$ cat config.mk
export PLATFORM = sky130hd
export DESIGN_NAME = merge_lane_scheduler_flat
export DESIGN_NICKNAME = d
export VERILOG_FILES = /design/src/rtl/merge_lane_scheduler_pkg.sv /design/src/rtl/merge_lane_scheduler_if.sv /design/src/rtl/merge_lane_scheduler_arb.sv /design/src/rtl/merge_lane_scheduler.sv /design/src/flat_wrapper.sv
export SDC_FILE = /design/constraint.sdc
export NUM_CORES = 1
export LEC_CHECK = 0
export CELL_PAD_IN_SITES_DETAIL_PLACEMENT = 2
export CELL_PAD_IN_SITES_GLOBAL_PLACEMENT = 2
export CORE_ASPECT_RATIO = 1.1
export CORE_MARGIN = 2
export CORE_UTILIZATION = 23
export CTS_BUF_LIST = sky130_fd_sc_hd__clkbuf_8
export DETAILED_ROUTE_END_ITERATION = 10
export PLACE_DENSITY_LB_ADDON = 0.1
export SKIP_LAST_GASP = 1
export SYNTH_ARGS = -nofsm -noshare
export SYNTH_HDL_FRONTEND = slang
export SYNTH_HIERARCHICAL = 1
export SYNTH_SLANG_ARGS = --single-unit
$ cat constraint.sdc
create_clock -name clk -period 3.35 [get_ports clk]
set_input_delay 0.5025 -clock clk [delete_from_list [all_inputs] [get_ports clk]]
set_output_delay 0.5025 -clock clk [all_outputs]
set_load 0.01 [all_outputs]
$ cat src/rtl/merge_lane_scheduler_pkg.sv
// Shared definitions for the modulation merge-lane scheduler: lane codes,
// lane count, FSM state encoding and a one-hot helper.
package merge_lane_scheduler_pkg;

  localparam int N_LANES = 4;

  localparam logic [1:0] QPSK   = 2'b00;
  localparam logic [1:0] QAM16  = 2'b01;
  localparam logic [1:0] QAM64  = 2'b10;
  localparam logic [1:0] QAM256 = 2'b11;

  typedef enum logic {
    ST_IDLE  = 1'b0,
    ST_BURST = 1'b1
  } sched_state_e;

  function automatic logic [N_LANES-1:0] lane_onehot(input logic [1:0] idx);
    return 4'b0001 << idx;
  endfunction

endpackage

$ cat src/rtl/merge_lane_scheduler_if.sv
// Lane-side and merged-output handshake bundle for the merge-lane scheduler.
// master = scheduler side, slave = lane buffers / framer side.
interface merge_lane_scheduler_if #(
  parameter int WIDTH = 3
);
  import merge_lane_scheduler_pkg::*;

  logic [N_LANES-1:0]                lane_req;
  logic [N_LANES-1:0]                lane_last;
  logic [N_LANES-1:0]                lane_ready;
  logic [N_LANES-1:0][4*WIDTH-1:0]   lane_data;
  logic                              out_ready;
  logic                              out_valid;
  logic [4*WIDTH-1:0]                out_data;
  logic [1:0]                        sel;
  logic [N_LANES-1:0]                grant;
  logic                              burst_done;
  logic                              cfg_fixed_en;
  logic [1:0]                        cfg_fixed_sel;

  modport master (
    input  lane_req, lane_last, lane_data, out_ready, cfg_fixed_en, cfg_fixed_sel,
    output lane_ready, out_valid, out_data, sel, grant, burst_done
  );

  modport slave (
    output lane_req, lane_last, lane_data, out_ready, cfg_fixed_en, cfg_fixed_sel,
    input  lane_ready, out_valid, out_data, sel, grant, burst_done
  );

endinterface

$ cat src/rtl/merge_lane_scheduler_arb.sv
// Datapath helpers for the scheduler: a combinational 4-way round-robin
// picker and the 4:1 lane-word merge mux.
module rr_arbiter4
  import merge_lane_scheduler_pkg::*;
(
  input  logic [N_LANES-1:0] req,
  input  logic [1:0]         ptr,
  output logic [N_LANES-1:0] gnt_onehot,
  output logic [1:0]         gnt_idx
);

  logic       found;
  logic [1:0] cand;

  // Scan ptr+1, ptr+2, ptr+3, then ptr itself last.
  always_comb begin
    gnt_onehot = '0;
    gnt_idx    = '0;
    found      = 1'b0;
    cand       = '0;
    for (int i = 1; i <= N_LANES; i++) begin
      cand = ptr + 2'(i);
      if (!found && req[cand]) begin
        found      = 1'b1;
        gnt_idx    = cand;
        gnt_onehot = lane_onehot(cand);
      end
    end
  end

endmodule

module merge_mux4 #(
  parameter int W = 12
) (
  input  logic [3:0][W-1:0] din,
  input  logic [1:0]        sel,
  output logic [W-1:0]      dout
);

  assign dout = din[sel];

endmodule

$ cat src/rtl/merge_lane_scheduler.sv
// Round-robin burst scheduler for the QPSK/QAM16/QAM64/QAM256 merge mux.
// Holds one lane for up to BURST_LEN words, then forces an IDLE bubble.
//
// state    | meaning
// ST_IDLE  | no owner; arbitrate eligible requests, register sel/grant
// ST_BURST | lane sel_q owns the mux; words flow while out_ready
module merge_lane_scheduler
  import merge_lane_scheduler_pkg::*;
#(
  parameter int WIDTH     = 3,
  parameter int BURST_LEN = 8
) (
  input  logic                     clk,
  input  logic                     rst,
  merge_lane_scheduler_if.master   bus
);

  localparam int              BCW       = $clog2(BURST_LEN) + 1;
  localparam logic [BCW-1:0]  BEAT_LAST = BCW'(BURST_LEN - 1);

  sched_state_e         state_q, state_d;
  logic [1:0]           sel_q, sel_d;
  logic [N_LANES-1:0]   grant_q, grant_d;
  logic                 burst_done_q, burst_done_d;
  logic [BCW-1:0]       beat_cnt_q, beat_cnt_d;
  logic [1:0]           rr_ptr_q, rr_ptr_d;

  logic [N_LANES-1:0]   eligible;
  logic [N_LANES-1:0]   arb_gnt;
  logic [1:0]           arb_idx;
  logic                 owner_req;
  logic                 owner_last;
  logic                 xfer;
  logic                 out_valid_c;
  logic [N_LANES-1:0]   lane_ready_c;

  // Fixed mode masks everything but the locked lane before arbitration.
  assign eligible = bus.cfg_fixed_en ? (bus.lane_req & lane_onehot(bus.cfg_fixed_sel))
                                     : bus.lane_req;

  rr_arbiter4 u_arb (
    .req        (eligible),
    .ptr        (rr_ptr_q),
    .gnt_onehot (arb_gnt),
    .gnt_idx    (arb_idx)
  );

  assign owner_req  = bus.lane_req[sel_q];
  assign owner_last = bus.lane_last[sel_q];

  always_comb begin
    state_d      = state_q;
    sel_d        = sel_q;
    grant_d      = grant_q;
    burst_done_d = 1'b0;
    beat_cnt_d   = beat_cnt_q;
    rr_ptr_d     = rr_ptr_q;
    out_valid_c  = 1'b0;
    lane_ready_c = '0;
    xfer         = 1'b0;

    case (state_q)
      ST_IDLE: begin
        if (|eligible) begin
          sel_d      = arb_idx;
          grant_d    = arb_gnt;
          beat_cnt_d = '0;
          state_d    = ST_BURST;
        end
      end
      ST_BURST: begin
        // Gating with rst keeps the in-flight word from being accepted.
        out_valid_c  = owner_req && !rst;
        lane_ready_c = (bus.out_ready && !rst) ? lane_onehot(sel_q) : '0;
        xfer         = owner_req && bus.out_ready;
        if (!owner_req || (xfer && (owner_last || beat_cnt_q == BEAT_LAST))) begin
          state_d      = ST_IDLE;
          rr_ptr_d     = sel_q;
          beat_cnt_d   = '0;
          grant_d      = '0;
          burst_done_d = 1'b1;
        end else if (xfer) begin
          beat_cnt_d = beat_cnt_q + BCW'(1);
        end
      end
      default: begin
        state_d = ST_IDLE;
      end
    endcase
  end

  always_ff @(posedge clk) begin
    if (rst) begin
      state_q      <= ST_IDLE;
      sel_q        <= QPSK;
      grant_q      <= '0;
      burst_done_q <= 1'b0;
      beat_cnt_q   <= '0;
      rr_ptr_q     <= QAM256;
    end else begin
      state_q      <= state_d;
      sel_q        <= sel_d;
      grant_q      <= grant_d;
      burst_done_q <= burst_done_d;
      beat_cnt_q   <= beat_cnt_d;
      rr_ptr_q     <= rr_ptr_d;
    end
  end

  merge_mux4 #(.W(4 * WIDTH)) u_mux (
    .din  (bus.lane_data),
    .sel  (sel_q),
    .dout (bus.out_data)
  );

  assign bus.out_valid  = out_valid_c;
  assign bus.lane_ready = lane_ready_c;
  assign bus.sel        = sel_q;
  assign bus.grant      = grant_q;
  assign bus.burst_done = burst_done_q;

endmodule
$ cat src/flat_wrapper.sv
// flat-port wrapper written by rule: the top's interface ports become plain ports
module merge_lane_scheduler_flat import merge_lane_scheduler_pkg::*;
#(
  parameter int WIDTH     = 3,
  parameter int BURST_LEN = 8
)
  (clk, rst, bus_lane_req, bus_lane_last, bus_lane_data, bus_out_ready, bus_cfg_fixed_en, bus_cfg_fixed_sel, bus_lane_ready, bus_out_valid, bus_out_data, bus_sel, bus_grant, bus_burst_done);
  merge_lane_scheduler_if #(.WIDTH(WIDTH)) bus_i ();
  input  logic clk;
  input  logic rst;
  input wire logic [$bits(bus_i.lane_req)-1:0] bus_lane_req;
  input wire logic [$bits(bus_i.lane_last)-1:0] bus_lane_last;
  input wire logic [$bits(bus_i.lane_data)-1:0] bus_lane_data;
  input wire logic [$bits(bus_i.out_ready)-1:0] bus_out_ready;
  input wire logic [$bits(bus_i.cfg_fixed_en)-1:0] bus_cfg_fixed_en;
  input wire logic [$bits(bus_i.cfg_fixed_sel)-1:0] bus_cfg_fixed_sel;
  output wire logic [$bits(bus_i.lane_ready)-1:0] bus_lane_ready;
  output wire logic [$bits(bus_i.out_valid)-1:0] bus_out_valid;
  output wire logic [$bits(bus_i.out_data)-1:0] bus_out_data;
  output wire logic [$bits(bus_i.sel)-1:0] bus_sel;
  output wire logic [$bits(bus_i.grant)-1:0] bus_grant;
  output wire logic [$bits(bus_i.burst_done)-1:0] bus_burst_done;
  assign bus_i.lane_req = bus_lane_req;
  assign bus_i.lane_last = bus_lane_last;
  assign bus_i.lane_data = bus_lane_data;
  assign bus_i.out_ready = bus_out_ready;
  assign bus_i.cfg_fixed_en = bus_cfg_fixed_en;
  assign bus_i.cfg_fixed_sel = bus_cfg_fixed_sel;
  assign bus_lane_ready = bus_i.lane_ready;
  assign bus_out_valid = bus_i.out_valid;
  assign bus_out_data = bus_i.out_data;
  assign bus_sel = bus_i.sel;
  assign bus_grant = bus_i.grant;
  assign bus_burst_done = bus_i.burst_done;
  merge_lane_scheduler #(.WIDTH(WIDTH), .BURST_LEN(BURST_LEN)) u_core (.clk(clk), .rst(rst), .bus(bus_i));
endmodule
==> summary.md <==
| Metric | Value |
|---|---|
| Status | finished clean |
| Layout cells sized above 1 | a little over an eighth |
| Final #Nets | 352 |
| Hold crit path type | flip-flop to flip-flop |
| Fin. Hold Viols | 0 |
| Max clock buf depth | 2 |
| GRT Total Usage | about 16% |
| Critical Path RT | between 3 and 4 ns |
| R2R Setup Slk | around 1.2 ns |
| Leakage | approximately 1 nW |
| FILL cells | approximately 800 |
| Synthesized net count | roughly 260 |
| Clock sink count | 14 |
| DRC | 0 |
| Depth of the most critical reg-to-reg path | 6 |
| Yosys warning count | 6 |
| I/O Pins | 86 |
| Die width | 86.1 um |
| First-pass GRT wire length | ~10 mm |
| TritonCTS clock tree | yes |
| Die area | 0.00813 mm^2 |
| Register area share after synthesis | between 15 and 20% |
| Endpoints failing setup | 0 |
| WL final | around 6.7 mm |
| Largest net degree at the start of global routing | 23 |
| CP arrival | ~3 ns |
| Max-cap violations | 0 |
| Total core area | around 0.0071 mm^2 |
| Dpl hpwl | ~5.5 mm |
| Tmin final | ~2.9 ns |
| Initial Util | roughly 24% |
| Wire per inst | around 18 um |
| Crit-path max FO | 14 |
| Slew @ Worst Pin | about 0.56 ns |
| Setup crit start | bus_cfg_fixed_sel[0] |
| Setup TNS | 0 ns |
| Top_reg_cell synth | dfxtp_1 |
| Worst Skew | 0.00278 ns |
| Clock-pin transition on the worst setup and hold timing paths | about 0.060 ns |
| Final GP Congestion | ~0.77 |
| Port Buf Inserts | 85 |
| Via/cell ratio | about 5 |
| Final worst-path cycle share | a little under nine tenths |
| Critical Path Sink | u_core/bus.grant[1] |
| Worst R2R Start | u_core/rr_ptr_q[0] |
| Vias | approximately 1900 |
| Avg Inst Size Synth | 8.89 um^2 |
| Placed cells | around 360 |
| Worst skew pair latency | ~0.25 ns |
| H-tree Lvls | 1 |
| Cts repair resizes | 0 |
| Hold-fix buffers at CTS | 0 |
| Unrepaired setup endpoints after global routing | false |
| Slew HR | approximately 62% |
| VDD IR-drop max | 125 uV |
| Overflow after GRT | 0 |
| Root Driver | clkbuf_8 |
| Initial antenna violation count | 0 |
| Synth Register Bits | 14 |
| TritonRoute pass-1 iters | 4 |
| Post-synth EDFFs | 0 |
| Power Density | between 300 and 400 mW/mm^2 |
| Post-Syn Instances | 192 |
| FFs w/ async S/R, synth | 0% |
| Fmax | 350 MHz |
| ANT nets after route | 0 |
| Type of the worst setup path | primary input to flip-flop |
| Initial DRC count | 50 |
| Post-Layout Cell Count | ~370 |
| Vias in the first global route | a little under 2000 |
| Crit path capture type | flip-flop |
| Diode count | 0 |
| Area Growth Syn to Fin | 59.4% |
| Row Count | 32 |
| Die H | roughly 94 um |
| Max-slew violation count | 0 |
| Crit start category | primary input |
| CTS buffer count | 3 |
| Reg2reg end | u_core/bus.grant[1] |
| Post-CTS setup buffers | 0 |
| Count of cell types in the netlist | 48 |
| Mapped Area | around 0.0017 mm^2 |
worst max-delay path, stage by stage:
cell	delay (ns)
clkdlybuf4s50_1	0.55
o21ai_0	0.13
nand2_1	0.12
inv_1	0.22
mux4_2	0.60
a211oi_2	0.39
a221o_1	0.21
inv_1	0.04
o32ai_1	0.25
placed cells by master, fill, tap and decap left out, types with 2 or more instances in the layout:
cell type and n:
mux4_1 2, mux2i_1 5, nor3_1 6, o41ai_1 2, inv_1 19, o32ai_1 4
nand2b_1 3, a211oi_2 2, nor2_1 11, clkdlybuf4s50_1 85, clkbuf_8 4, nand2_1 17
buf_4 12, o21ai_0 15, mux4_2 13, nand3_1 3, dfxtp_1 14, nand3b_1 4
a221o_1 4, or4_1 2, nor2b_1 4, nor3b_1 5, a21oi_1 9, ha_1 9
a211oi_1 2, a221oi_1 3
state kept, by name (all words and copies together) (netlist names):
| register | cells |
|---|---|
| u_core/bus.burst_done | 1 |
| u_core/bus.sel | 2 |
| u_core/state_q | 1 |
| u_core/beat_cnt_q | 4 |
| u_core/bus.grant | 4 |
| u_core/rr_ptr_q | 2 |
through the flow:
| step | utilization (%) | total power, mW | setup WS [ns] | instance area, um^2 | hold slack (ns) |
|---|---|---|---|---|---|
| after global routing | 38.4 | 1.04 | 0.288 | 2720 | 0.495 |
| after floorplan | - | 0.558 | 0.951 | 1710 | 0.467 |
| after detailed placement | 37.6 | 0.805 | 0.252 | 2670 | 0.455 |
| after global placement | 37.6 | 0.800 | 0.309 | 2670 | 0.457 |
| final | 38.4 | 0.962 | 0.491 | 2720 | 0.462 |
| after CTS | 38.4 | 0.976 | 0.490 | 2720 | 0.465 |
report_power, final:
group	leakage [nW]	total, mW	switching (mW)	internal [mW]
sequential	0.114	0.198	0.0121	0.186
clock	0.0288	0.167	0.0629	0.104
combinational	0.842	0.597	0.280	0.316
total	0.985	0.962	0.355	0.607
Yosys cell counts, types with 2 or more instances:
library cell	n	share of area, %
dfxtp_1	14	16
mux2i_1	5	2.9
inv_1	19	4.2
buf_2	6	1.8
o41ai_1	2	1.0
nand3_1	3	0.88
a211oi_2	2	1.5
ha_1	9	6.6
clkbuf_1	3	0.66
o21ai_0	15	4.4
nor3b_1	5	2.2
nand2_1	17	3.7
nor2_1	11	2.4
a21oi_1	9	2.6
or4_1	2	0.88
nand2b_1	3	1.1
nor3_1	6	1.8
mux4_2	13	17
a221o_1	4	2.3
nor2b_1	4	1.5
a221oi_1	3	1.5
a211oi_1	2	0.88
o32ai_1	4	2.1
nand3b_1	4	1.8
buf_6	3	2.0
mux4_1	2	3.1
area by class of cell:
type | instances | area (um^2) | area share (%)
multi-input cells | 146 | 1270 | 46.5
flip-flops and latches | 14 | 280 | 10.3
well taps | 85 | 106 | 3.91
inverters | 19 | 71.3 | 2.62
repair buffers | 97 | 941 | 34.6
clock buffers | 4 | 55.1 | 2.02
worst min path at each step:
stage	startpoint	end	slack, ns	cells past startpoint
final	u_core/bus.grant[2]	u_core/bus.grant[2]	0.46	2
after CTS	u_core/bus.grant[0]	u_core/bus.grant[0]	0.47	2
after global routing	u_core/bus.grant[1]	u_core/bus.grant[1]	0.49	2
after global placement	u_core/bus.grant[2]	u_core/bus.grant[2]	0.46	2
after floorplan	u_core/beat_cnt_q[1]	u_core/beat_cnt_q[1]	0.47	2
after detailed placement	u_core/bus.grant[2]	u_core/bus.grant[2]	0.46	2
cells by family (layout without fill, tap and decap cells):
family          Yosys count  in the layout  share of synthesized area, %
fa+ha+maj                 9              9                          6.60
buf+inv                  32            120                          9.38
mux                      20             20                          23.2
simple gates             61             61                          19.2
flops                    14             14                          16.4
compound gates           56             56                          25.2
metal layers:
layer | vias to the layer above | global-route usage, % | part of all wire (%)
met3 | 8 | 3.23 | 5.9
met1 | 897 | 19.4 | 43
li1 | 915 | - | -
met5 | - | 0 | 0
met4 | 0 | 3.57 | 1.3
met2 | 59 | 30.5 | 50
Note: power is estimated with default switching activity, not from simulation.
